### src/rtl/llc_bus_agent_pkg.sv
// Shared types and helpers for the LLC bus agent: bus operations, snoop results,
// agent FSM states and the snoop reduction used by the response path.
package llc_bus_agent_pkg;

   typedef enum logic [2:0] {
      OP_NONE  = 3'b000,
      OP_READ  = 3'b001,
      OP_WRITE = 3'b010,
      OP_INVAL = 3'b011,
      OP_RWIM  = 3'b100
   } bus_operation_e;

   typedef enum logic [1:0] {
      SNP_NOHIT = 2'b00,
      SNP_HIT   = 2'b01,
      SNP_HITM  = 2'b10,
      SNP_RSVD  = 2'b11
   } snoop_result_e;

   typedef enum logic [1:0] {
      ST_IDLE,
      ST_ISSUE,
      ST_SNOOP,
      ST_RESP
   } agent_state_e;

   // Upper bound on peer count handled by combine_snoop; callers zero-extend.
   localparam int MAX_SNOOPERS = 16;

   function automatic logic is_legal_op(input logic [2:0] op);
      case (op)
         3'b001, 3'b010, 3'b011, 3'b100: return 1'b1;
         default:                        return 1'b0;
      endcase
   endfunction

   function automatic snoop_result_e combine_snoop(
      input logic [2*MAX_SNOOPERS-1:0] res,
      input logic [MAX_SNOOPERS-1:0]   mask
   );
      logic any_hit;
      logic any_hitm;
      any_hit  = 1'b0;
      any_hitm = 1'b0;
      for (int i = 0; i < MAX_SNOOPERS; i++) begin
         if (mask[i]) begin
            if (res[2*i +: 2] == SNP_HITM)     any_hitm = 1'b1;
            else if (res[2*i +: 2] == SNP_HIT) any_hit  = 1'b1;
         end
      end
      if (any_hitm)     return SNP_HITM;
      else if (any_hit) return SNP_HIT;
      else              return SNP_NOHIT;
   endfunction

   function automatic snoop_result_e emulate_snoop(input logic [1:0] lsb);
      case (lsb)
         2'b00:   return SNP_HIT;
         2'b01:   return SNP_HITM;
         default: return SNP_NOHIT;
      endcase
   endfunction

endpackage

### src/rtl/llc_bus_agent_if.sv
// Request, bus, snoop and response signals of the LLC bus agent.
// master = the agent itself; slave = controller, arbiter and peer caches.
interface llc_bus_agent_if #(
   parameter int ADDR_W       = 32,
   parameter int ID_W         = 4,
   parameter int NUM_SNOOPERS = 3
);
   logic                      req_valid;
   logic                      req_ready;
   logic [2:0]                req_op;
   logic [ADDR_W-1:0]         req_addr;
   logic [ID_W-1:0]           req_id;
   logic                      req_err;

   logic                      bus_valid;
   logic                      bus_grant;
   logic [2:0]                bus_op;
   logic [ADDR_W-1:0]         bus_addr;
   logic [ID_W-1:0]           bus_id;

   logic [NUM_SNOOPERS-1:0]   snoop_valid;
   logic [2*NUM_SNOOPERS-1:0] snoop_result;

   logic                      resp_valid;
   logic                      resp_ready;
   logic [2:0]                resp_op;
   logic [ADDR_W-1:0]         resp_addr;
   logic [1:0]                resp_snoop;
   logic                      resp_timeout;

   modport master (
      input  req_valid, req_op, req_addr, req_id,
      output req_ready, req_err,
      output bus_valid, bus_op, bus_addr, bus_id,
      input  bus_grant,
      input  snoop_valid, snoop_result,
      output resp_valid, resp_op, resp_addr, resp_snoop, resp_timeout,
      input  resp_ready
   );

   modport slave (
      output req_valid, req_op, req_addr, req_id,
      input  req_ready, req_err,
      input  bus_valid, bus_op, bus_addr, bus_id,
      output bus_grant,
      output snoop_valid, snoop_result,
      input  resp_valid, resp_op, resp_addr, resp_snoop, resp_timeout,
      output resp_ready
   );
endinterface

### src/rtl/llc_bus_agent_fifo.sv
// Request FIFO for the bus agent. ready_o is registered from the next count,
// so it is low in reset and never bypasses a same-cycle pop at full.
module llc_req_fifo #(
   parameter int DEPTH = 4,
   parameter int WIDTH = 8
) (
   input  logic             clk,
   input  logic             rst_n,
   input  logic             push_i,
   input  logic [WIDTH-1:0] wdata_i,
   input  logic             pop_i,
   output logic [WIDTH-1:0] rdata_o,
   output logic             empty_o,
   output logic             ready_o
);
   localparam int PW = (DEPTH > 1) ? $clog2(DEPTH) : 1;
   localparam int CW = $clog2(DEPTH + 1);

   logic [WIDTH-1:0] mem_q [DEPTH];
   logic [PW-1:0]    wr_ptr_q, rd_ptr_q;
   logic [CW-1:0]    count_q, count_d;
   logic             ready_q;
   logic             do_push, do_pop;

   assign do_push = push_i && (count_q != CW'(DEPTH));
   assign do_pop  = pop_i && (count_q != '0);
   assign count_d = count_q + CW'(do_push) - CW'(do_pop);

   assign rdata_o = mem_q[rd_ptr_q];
   assign empty_o = (count_q == '0);
   assign ready_o = ready_q;

   always_ff @(posedge clk or negedge rst_n) begin
      if (!rst_n) begin
         wr_ptr_q <= '0;
         rd_ptr_q <= '0;
         count_q  <= '0;
         ready_q  <= 1'b0;
      end else begin
         if (do_push) wr_ptr_q <= wr_ptr_q + PW'(1);
         if (do_pop)  rd_ptr_q <= rd_ptr_q + PW'(1);
         count_q <= count_d;
         ready_q <= (count_d != CW'(DEPTH));
      end
   end

   always_ff @(posedge clk) begin
      if (do_push) mem_q[wr_ptr_q] <= wdata_i;
   end
endmodule

### src/rtl/llc_bus_agent.sv
// LLC bus agent: queues controller requests, issues them on the bus under grant,
// gathers (or emulates) peer snoops and returns a combined result.
//   state    | meaning
//   ST_IDLE  | waiting for a queued request; pops head into current-transaction regs
//   ST_ISSUE | bus_valid high, op/addr/id held until grant
//   ST_SNOOP | emulate: one cycle; external: collect peers until all seen or timeout
//   ST_RESP  | resp_valid high, result held until resp_ready
module llc_bus_agent
   import llc_bus_agent_pkg::*;
#(
   parameter int ADDR_W        = 32,
   parameter int ID_W          = 4,
   parameter int DEPTH         = 4,
   parameter int NUM_SNOOPERS  = 3,
   parameter int SNOOP_TIMEOUT = 8,
   parameter int EMULATE_SNOOP = 1,
   parameter int CNT_W         = 32
) (
   input  logic             clk,
   input  logic             rst_n,
   llc_bus_agent_if.master  bus_if,
   input  logic             cnt_clear,
   output logic [CNT_W-1:0] cnt_read,
   output logic [CNT_W-1:0] cnt_write,
   output logic [CNT_W-1:0] cnt_inval,
   output logic [CNT_W-1:0] cnt_rwim
);
   localparam int REQ_W = 3 + ADDR_W + ID_W;
   localparam int TMR_W = (SNOOP_TIMEOUT > 1) ? $clog2(SNOOP_TIMEOUT) : 1;

   agent_state_e              state_q;
   logic [2:0]                cur_op_q;
   logic [ADDR_W-1:0]         cur_addr_q;
   logic [ID_W-1:0]           cur_id_q;
   logic                      bus_valid_q, resp_valid_q, resp_timeout_q, req_err_q;
   snoop_result_e             resp_snoop_q;
   logic [TMR_W-1:0]          timer_q;
   logic [NUM_SNOOPERS-1:0]   coll_q, coll_d;
   logic [2*NUM_SNOOPERS-1:0] res_q, res_d;
   logic [2*MAX_SNOOPERS-1:0] res_vec;
   logic [MAX_SNOOPERS-1:0]   res_mask;
   snoop_result_e             snoop_comb;

   logic             fifo_ready, fifo_empty, fifo_pop, accept, push;
   logic [REQ_W-1:0] fifo_rdata;

   assign accept   = bus_if.req_valid && fifo_ready;
   assign push     = accept && is_legal_op(bus_if.req_op);
   assign fifo_pop = (state_q == ST_IDLE) && !fifo_empty;

   llc_req_fifo #(.DEPTH(DEPTH), .WIDTH(REQ_W)) u_fifo (
      .clk     (clk),
      .rst_n   (rst_n),
      .push_i  (push),
      .wdata_i ({bus_if.req_op, bus_if.req_addr, bus_if.req_id}),
      .pop_i   (fifo_pop),
      .rdata_o (fifo_rdata),
      .empty_o (fifo_empty),
      .ready_o (fifo_ready)
   );

   // First response from each peer is sticky; later pulses in the same SNOOP are ignored.
   always_comb begin
      coll_d = coll_q | bus_if.snoop_valid;
      res_d  = res_q;
      for (int i = 0; i < NUM_SNOOPERS; i++) begin
         if (bus_if.snoop_valid[i] && !coll_q[i]) res_d[2*i +: 2] = bus_if.snoop_result[2*i +: 2];
      end
      res_vec  = '0;
      res_mask = '0;
      res_vec[2*NUM_SNOOPERS-1:0] = res_d;
      res_mask[NUM_SNOOPERS-1:0]  = coll_d;
   end

   assign snoop_comb = combine_snoop(res_vec, res_mask);

   always_ff @(posedge clk or negedge rst_n) begin
      if (!rst_n) begin
         state_q        <= ST_IDLE;
         cur_op_q       <= '0;
         cur_addr_q     <= '0;
         cur_id_q       <= '0;
         bus_valid_q    <= 1'b0;
         resp_valid_q   <= 1'b0;
         resp_snoop_q   <= SNP_NOHIT;
         resp_timeout_q <= 1'b0;
         timer_q        <= '0;
         coll_q         <= '0;
         res_q          <= '0;
      end else begin
         case (state_q)
            ST_IDLE: if (!fifo_empty) begin
               {cur_op_q, cur_addr_q, cur_id_q} <= fifo_rdata;
               bus_valid_q <= 1'b1;
               state_q     <= ST_ISSUE;
            end
            ST_ISSUE: if (bus_if.bus_grant) begin
               bus_valid_q <= 1'b0;
               timer_q     <= TMR_W'(SNOOP_TIMEOUT - 1);
               coll_q      <= '0;
               res_q       <= '0;
               state_q     <= ST_SNOOP;
            end
            ST_SNOOP: begin
               if (EMULATE_SNOOP != 0) begin
                  resp_snoop_q   <= emulate_snoop(cur_addr_q[1:0]);
                  resp_timeout_q <= 1'b0;
                  resp_valid_q   <= 1'b1;
                  state_q        <= ST_RESP;
               end else begin
                  coll_q <= coll_d;
                  res_q  <= res_d;
                  if (&coll_d || timer_q == '0) begin
                     resp_snoop_q   <= snoop_comb;
                     resp_timeout_q <= !(&coll_d);
                     resp_valid_q   <= 1'b1;
                     state_q        <= ST_RESP;
                  end else begin
                     timer_q <= timer_q - TMR_W'(1);
                  end
               end
            end
            ST_RESP: if (bus_if.resp_ready) begin
               resp_valid_q <= 1'b0;
               state_q      <= ST_IDLE;
            end
            default: state_q <= ST_IDLE;
         endcase
      end
   end

   always_ff @(posedge clk or negedge rst_n) begin
      if (!rst_n) req_err_q <= 1'b0;
      else        req_err_q <= accept && !is_legal_op(bus_if.req_op);
   end

   logic [CNT_W-1:0] cnt_q [4];
   logic [1:0]       cnt_sel;

   always_comb begin
      cnt_sel = 2'd3;
      case (cur_op_q)
         3'b001:  cnt_sel = 2'd0;
         3'b010:  cnt_sel = 2'd1;
         3'b011:  cnt_sel = 2'd2;
         default: cnt_sel = 2'd3;
      endcase
   end

   always_ff @(posedge clk or negedge rst_n) begin
      if (!rst_n) begin
         for (int k = 0; k < 4; k++) cnt_q[k] <= '0;
      end else if (cnt_clear) begin
         for (int k = 0; k < 4; k++) cnt_q[k] <= '0;
      end else if (state_q == ST_ISSUE && bus_if.bus_grant && cnt_q[cnt_sel] != '1) begin
         cnt_q[cnt_sel] <= cnt_q[cnt_sel] + CNT_W'(1);
      end
   end

   assign cnt_read  = cnt_q[0];
   assign cnt_write = cnt_q[1];
   assign cnt_inval = cnt_q[2];
   assign cnt_rwim  = cnt_q[3];

   assign bus_if.req_ready    = fifo_ready;
   assign bus_if.req_err      = req_err_q;
   assign bus_if.bus_valid    = bus_valid_q;
   assign bus_if.bus_op       = cur_op_q;
   assign bus_if.bus_addr     = cur_addr_q;
   assign bus_if.bus_id       = cur_id_q;
   assign bus_if.resp_valid   = resp_valid_q;
   assign bus_if.resp_op      = cur_op_q;
   assign bus_if.resp_addr    = cur_addr_q;
   assign bus_if.resp_snoop   = resp_snoop_q;
   assign bus_if.resp_timeout = resp_timeout_q;
endmodule

### src/flat_wrapper.sv
// flat-port wrapper written by rule: the top's interface ports become plain ports
module llc_bus_agent_flat import llc_bus_agent_pkg::*;
#(
   parameter int ADDR_W        = 32,
   parameter int ID_W          = 4,
   parameter int DEPTH         = 4,
   parameter int NUM_SNOOPERS  = 3,
   parameter int SNOOP_TIMEOUT = 8,
   parameter int EMULATE_SNOOP = 1,
   parameter int CNT_W         = 32
)
  (clk, rst_n, cnt_clear, cnt_read, cnt_write, cnt_inval, cnt_rwim, bus_if_req_valid, bus_if_req_op, bus_if_req_addr, bus_if_req_id, bus_if_req_ready, bus_if_req_err, bus_if_bus_valid, bus_if_bus_op, bus_if_bus_addr, bus_if_bus_id, bus_if_bus_grant, bus_if_snoop_valid, bus_if_snoop_result, bus_if_resp_valid, bus_if_resp_op, bus_if_resp_addr, bus_if_resp_snoop, bus_if_resp_timeout, bus_if_resp_ready);
  llc_bus_agent_if #(.ADDR_W(ADDR_W), .ID_W(ID_W), .NUM_SNOOPERS(NUM_SNOOPERS)) bus_if_i ();
  input  logic clk;
  input  logic rst_n;
  input  logic cnt_clear;
  output logic [CNT_W-1:0] cnt_read;
  output logic [CNT_W-1:0] cnt_write;
  output logic [CNT_W-1:0] cnt_inval;
  output logic [CNT_W-1:0] cnt_rwim;
  input wire logic [$bits(bus_if_i.req_valid)-1:0] bus_if_req_valid;
  input wire logic [$bits(bus_if_i.req_op)-1:0] bus_if_req_op;
  input wire logic [$bits(bus_if_i.req_addr)-1:0] bus_if_req_addr;
  input wire logic [$bits(bus_if_i.req_id)-1:0] bus_if_req_id;
  output wire logic [$bits(bus_if_i.req_ready)-1:0] bus_if_req_ready;
  output wire logic [$bits(bus_if_i.req_err)-1:0] bus_if_req_err;
  output wire logic [$bits(bus_if_i.bus_valid)-1:0] bus_if_bus_valid;
  output wire logic [$bits(bus_if_i.bus_op)-1:0] bus_if_bus_op;
  output wire logic [$bits(bus_if_i.bus_addr)-1:0] bus_if_bus_addr;
  output wire logic [$bits(bus_if_i.bus_id)-1:0] bus_if_bus_id;
  input wire logic [$bits(bus_if_i.bus_grant)-1:0] bus_if_bus_grant;
  input wire logic [$bits(bus_if_i.snoop_valid)-1:0] bus_if_snoop_valid;
  input wire logic [$bits(bus_if_i.snoop_result)-1:0] bus_if_snoop_result;
  output wire logic [$bits(bus_if_i.resp_valid)-1:0] bus_if_resp_valid;
  output wire logic [$bits(bus_if_i.resp_op)-1:0] bus_if_resp_op;
  output wire logic [$bits(bus_if_i.resp_addr)-1:0] bus_if_resp_addr;
  output wire logic [$bits(bus_if_i.resp_snoop)-1:0] bus_if_resp_snoop;
  output wire logic [$bits(bus_if_i.resp_timeout)-1:0] bus_if_resp_timeout;
  input wire logic [$bits(bus_if_i.resp_ready)-1:0] bus_if_resp_ready;
  assign bus_if_i.req_valid = bus_if_req_valid;
  assign bus_if_i.req_op = bus_if_req_op;
  assign bus_if_i.req_addr = bus_if_req_addr;
  assign bus_if_i.req_id = bus_if_req_id;
  assign bus_if_req_ready = bus_if_i.req_ready;
  assign bus_if_req_err = bus_if_i.req_err;
  assign bus_if_bus_valid = bus_if_i.bus_valid;
  assign bus_if_bus_op = bus_if_i.bus_op;
  assign bus_if_bus_addr = bus_if_i.bus_addr;
  assign bus_if_bus_id = bus_if_i.bus_id;
  assign bus_if_i.bus_grant = bus_if_bus_grant;
  assign bus_if_i.snoop_valid = bus_if_snoop_valid;
  assign bus_if_i.snoop_result = bus_if_snoop_result;
  assign bus_if_resp_valid = bus_if_i.resp_valid;
  assign bus_if_resp_op = bus_if_i.resp_op;
  assign bus_if_resp_addr = bus_if_i.resp_addr;
  assign bus_if_resp_snoop = bus_if_i.resp_snoop;
  assign bus_if_resp_timeout = bus_if_i.resp_timeout;
  assign bus_if_i.resp_ready = bus_if_resp_ready;
  llc_bus_agent #(.ADDR_W(ADDR_W), .ID_W(ID_W), .DEPTH(DEPTH), .NUM_SNOOPERS(NUM_SNOOPERS), .SNOOP_TIMEOUT(SNOOP_TIMEOUT), .EMULATE_SNOOP(EMULATE_SNOOP), .CNT_W(CNT_W)) u_core (.clk(clk), .rst_n(rst_n), .bus_if(bus_if_i), .cnt_clear(cnt_clear), .cnt_read(cnt_read), .cnt_write(cnt_write), .cnt_inval(cnt_inval), .cnt_rwim(cnt_rwim));
endmodule
### config.mk
export PLATFORM = sky130hd
export DESIGN_NAME = llc_bus_agent_flat
export DESIGN_NICKNAME = d
export VERILOG_FILES = /design/src/rtl/llc_bus_agent_pkg.sv /design/src/rtl/llc_bus_agent_if.sv /design/src/rtl/llc_bus_agent_fifo.sv /design/src/rtl/llc_bus_agent.sv /design/src/flat_wrapper.sv
export SDC_FILE = /design/constraint.sdc
export NUM_CORES = 1
export LEC_CHECK = 0
export CORE_ASPECT_RATIO = 1.5
export CORE_UTILIZATION = 48
export DETAILED_ROUTE_END_ITERATION = 16
export GPL_ROUTABILITY_DRIVEN = 0
export PLACE_DENSITY = 0.76
export RECOVER_POWER = 100
export SLEW_MARGIN = 40
export SYNTH_ARGS = -nofsm -noshare
export SYNTH_HDL_FRONTEND = slang
export SYNTH_HIERARCHICAL = 1
export SYNTH_SLANG_ARGS = --single-unit
### constraint.sdc
create_clock -name clk -period 3 [get_ports clk]
set_input_delay 0.6 -clock clk [delete_from_list [all_inputs] [get_ports clk]]
set_output_delay 0.6 -clock clk [all_outputs]
set_load 0.005 [all_outputs]
==> key figures <==
Status
  • Status: finished, violations left
  • Failing checks: capacitance limit, slew limit, setup timing

STA
  • Fin crit period: 3.06 ns
  • RSZ-0062 raised after global routing: true
  • Final Hold Vio Count: 0
  • Worst Hold Margin: 0.507 ns
  • Final Skew: 0.00962 ns
  • Setup violators final: 21
  • Final period utilization: 1.02
  • Final setup margin: -0.0580 ns
  • TNS Setup: -0.366 ns
  • Measured slew at the worst slew-check pin: 2.08 ns
  • Maximum operating frequency: 327 MHz
  • Final slew viol count: 81
  • Max-slew headroom: -0.387

Finish
  • Nets@finish: 1481
  • Commonest cells after routing, fill and taps aside: 240 x dlygate4sd3_1, 177 x dfrtp_1, 156 x edfxtp_1
  • Non-Filler Instances: 1845
  • Commonest non-fill, non-tap cell in the layout: dlygate4sd3_1
  • Synthesis-to-finish area growth: 31.9%
  • Share of post-route cells with drive strength above 1: 0.245
  • Filler Cell Count: 2278

Critical path
  • Setup crit end kind: flop
  • WP data arrival: 3.52 ns
  • CP top delay family: compound AO/OA/AOI/OAI gates
  • CP startpoint kind: flop
  • Slowest-stage cell, CP: dfrtp_4
  • Critical Path RT: 3.46 ns
  • Critical Path Fanout Max: 19
  • CP max stage delay: 0.54 ns
  • Cell chain of the critical path: buf_12, buf_12, nor4bb_4, a211oi_1, a22oi_1, nand3_1, buf_4, nor4_4, buf_4, a21oi_4, buf_12, nor2_1, a211oi_1
  • Most common cell on crit path: buf_12
  • CP Buf/Inv Count: 5
  • Register-to-Register Setup Slack: -0.06 ns
  • Setup CP Type: reg2reg

Placement
  • Pre-CTS setup slack: -0.107 ns
  • Detailed placement HPWL: 26.3 mm
  • PortBufs: 252
  • Dpl cells: 1765

Logic synthesis
  • Compound-Gate Fraction of Synth Area: 0.102
  • Primary FF master, synth: dfrtp_1
  • Mapped Area: 15300 µm²
  • Post-Synth Simple-Gate Area: 0.0860
  • Cell taking the most area after synthesis: edfxtp_1
  • Adder-cell share of the synthesized area: 0.0103
  • Yosys cell types: 76
  • Syn Inst Count: 1108
  • Ys async rst share: 0.538
  • Largest family of logic cells by synthesized area: multiplexers
  • Synthesized flop and latch total: 338
  • Synth area leaders: edfxtp_1 31%, dfrtp_1 30%, mux4_2 6.8%
  • Synth Warn #: 6
  • Syn_nets: 1174
  • Post-synthesis xor/xnor area fraction: 0.0204
  • Syn Area/Cell: 13.8 µm²
  • Share of the synthesized area in the top cell type: 0.306
  • Post-synth EDFFs: 156
  • Multiplexer share of the synthesized area: 0.122
  • Register area share after synthesis: 0.604

CTS
  • Clk buf depth: 3
  • H-tree levels: 1
  • Root buffer cell: clkbuf_16
  • Sinks on Clock Net: 338
  • CTS hold repair buffers: 0
  • Clock latency at the later pin of the worst-skew pair: 0.57 ns
  • CTS tree: yes
  • Inserted Clock Buffers: 31
  • Reg clk slew, reported paths: 0.07 ns

Pwr
  • Peak VDD IR: 0.764 mV
  • Total power: 17.7 mW
  • PD cells: 876 nW/µm²
  • Pleak: 8.08 nW

Die
  • Die area: 32600 µm²
  • FP Rows: 79
  • Chip width: 148 µm
  • Die height: 221 µm
  • I/O pin total: 263
  • Initial Utilization: 0.490
  • Core area: 31200 µm²

Route
  • Vias per inst: 5.86
  • Max Used Layer: met5
  • Detailed-route wire length: 40.1 mm
  • WL/cell: 21.7 µm
  • Antenna Nets Post-Route: 0
  • Pre-antenna DRT Iters: 4
  • DR iter-0 viols: 672
  • Vias: 10818
  • Met2 wire length: 21.0 mm
  • Drt drc: 0
  • Metal-1 WL: 14.3 mm
  • Met3 routed WL: 3.02 mm

Flow run
  • Max Cap Viol: 1

Global route
  • Global-route wire length before repair: 59.3 mm
  • Pin count of the biggest net entering global routing: 81
  • Total global-route track usage: 0.237
  • Remaining Overflow, GRT: 0
  • Initial antenna violation count: 5
  • Vias in the first global route: 10784

Min path
  • Min-delay worst type: reg2reg
cells in the mapped netlist, drive strengths merged (10+ instances only):
library cell / n
o22ai: 11
a211oi: 82
mux2: 48
o31ai: 10
mux4: 47
nor3b: 13
nand2: 41
a21oi: 41
edfxtp: 156
inv: 14
ha: 11
xnor2: 16
nand3: 21
o22a: 11
nor2: 111
nand2b: 11
o21ai: 35
mux2i: 27
clkbuf: 21
xor2: 17
dfrtp: 182
buf: 90
flip-flops by register name, summed over array words and instances, names as in the netlist, 2 cells and up:
name                      count
u_core/u_fifo/wr_ptr_q        2
u_core/u_fifo/mem_q         156
u_core/bus_if.resp_snoop      2
u_core/bus_if.bus_addr       32
u_core/bus_if.bus_op          3
u_core/cnt_rwim              32
u_core/cnt_write             32
u_core/u_fifo/count_q         3
u_core/state_q                2
u_core/cnt_read              32
u_core/cnt_inval             32
u_core/u_fifo/rd_ptr_q        2
u_core/bus_if.bus_id          4
area by class of cell:
class | count | area (µm²) | share of cell area
diodes | 1 | 2.50 | 0.000124
clock buffers | 38 | 812 | 0.0402
clock inverters | 19 | 213 | 0.0105
inverters | 15 | 56.3 | 0.00279
multi-input cells | 644 | 5610 | 0.278
flip-flops and latches | 338 | 9250 | 0.458
well taps | 405 | 507 | 0.0251
repair buffers | 385 | 3750 | 0.185
report_power, final:
| group | total (mW) | internal (mW) | switching [mW] |
|---|---|---|---|
| sequential | 6.37 | 5.67 | 0.696 |
| clock | 3.98 | 2.27 | 1.71 |
| combinational | 7.34 | 3.92 | 3.43 |
| total | 17.7 | 11.9 | 5.83 |
worst paths after layout:
kind	end	cells after the start	start
min in group asynchronous	u_core/cnt_write[17]	1	rst_n
worst max register to register	u_core/cnt_read[0]	13	u_core/bus_if.bus_op[1]
worst min register to register	u_core/bus_if.req_err	2	u_core/u_fifo/ready_o
worst max-delay path	u_core/cnt_read[0]	13	u_core/bus_if.bus_op[1]
max in group asynchronous	u_core/u_fifo/rd_ptr_q[1]	2	rst_n
worst min-delay path	u_core/bus_if.req_err	2	u_core/u_fifo/ready_o
kinds of logic (layout without fill, tap and decap cells):
kind of cell / count (synthesis) / count (layout)
and+or+nand+nor: 253 / 253
other: 1 / 2
adders and majority gates: 12 / 12
DFF: 338 / 338
AOI/OAI and AO/OA: 222 / 222
muxes: 122 / 122
xor gates and xnor gates: 34 / 34
buffers and inverters: 126 / 457
per-layer routing:
metal,up-vias,track usage
li1,4756,-
met1,5488,0.277
met2,453,0.422
met3,113,0.0493
met4,8,0.0986
met5,-,0
stage by stage:
step	util	area [µm²]
after detailed placement	0.597	18600
after global placement	0.597	18600
after global routing	0.647	20200
final	0.647	20200
after CTS	0.634	19800
after floorplan	-	15300
what timing repair did:
item,in CTS,in global routing
buffers inserted,7,12
gates cloned,0,5
endpoints found under the setup margin,100,127
pin swaps,8,34
resized for setup,13,78
tightest hold or removal path: cells and delay by family (launching register included):
family / cells / cell delay (ns)
simple gates: 2 / 0.09
flops: 1 / 0.39
(Power assumes the default switching activity.)
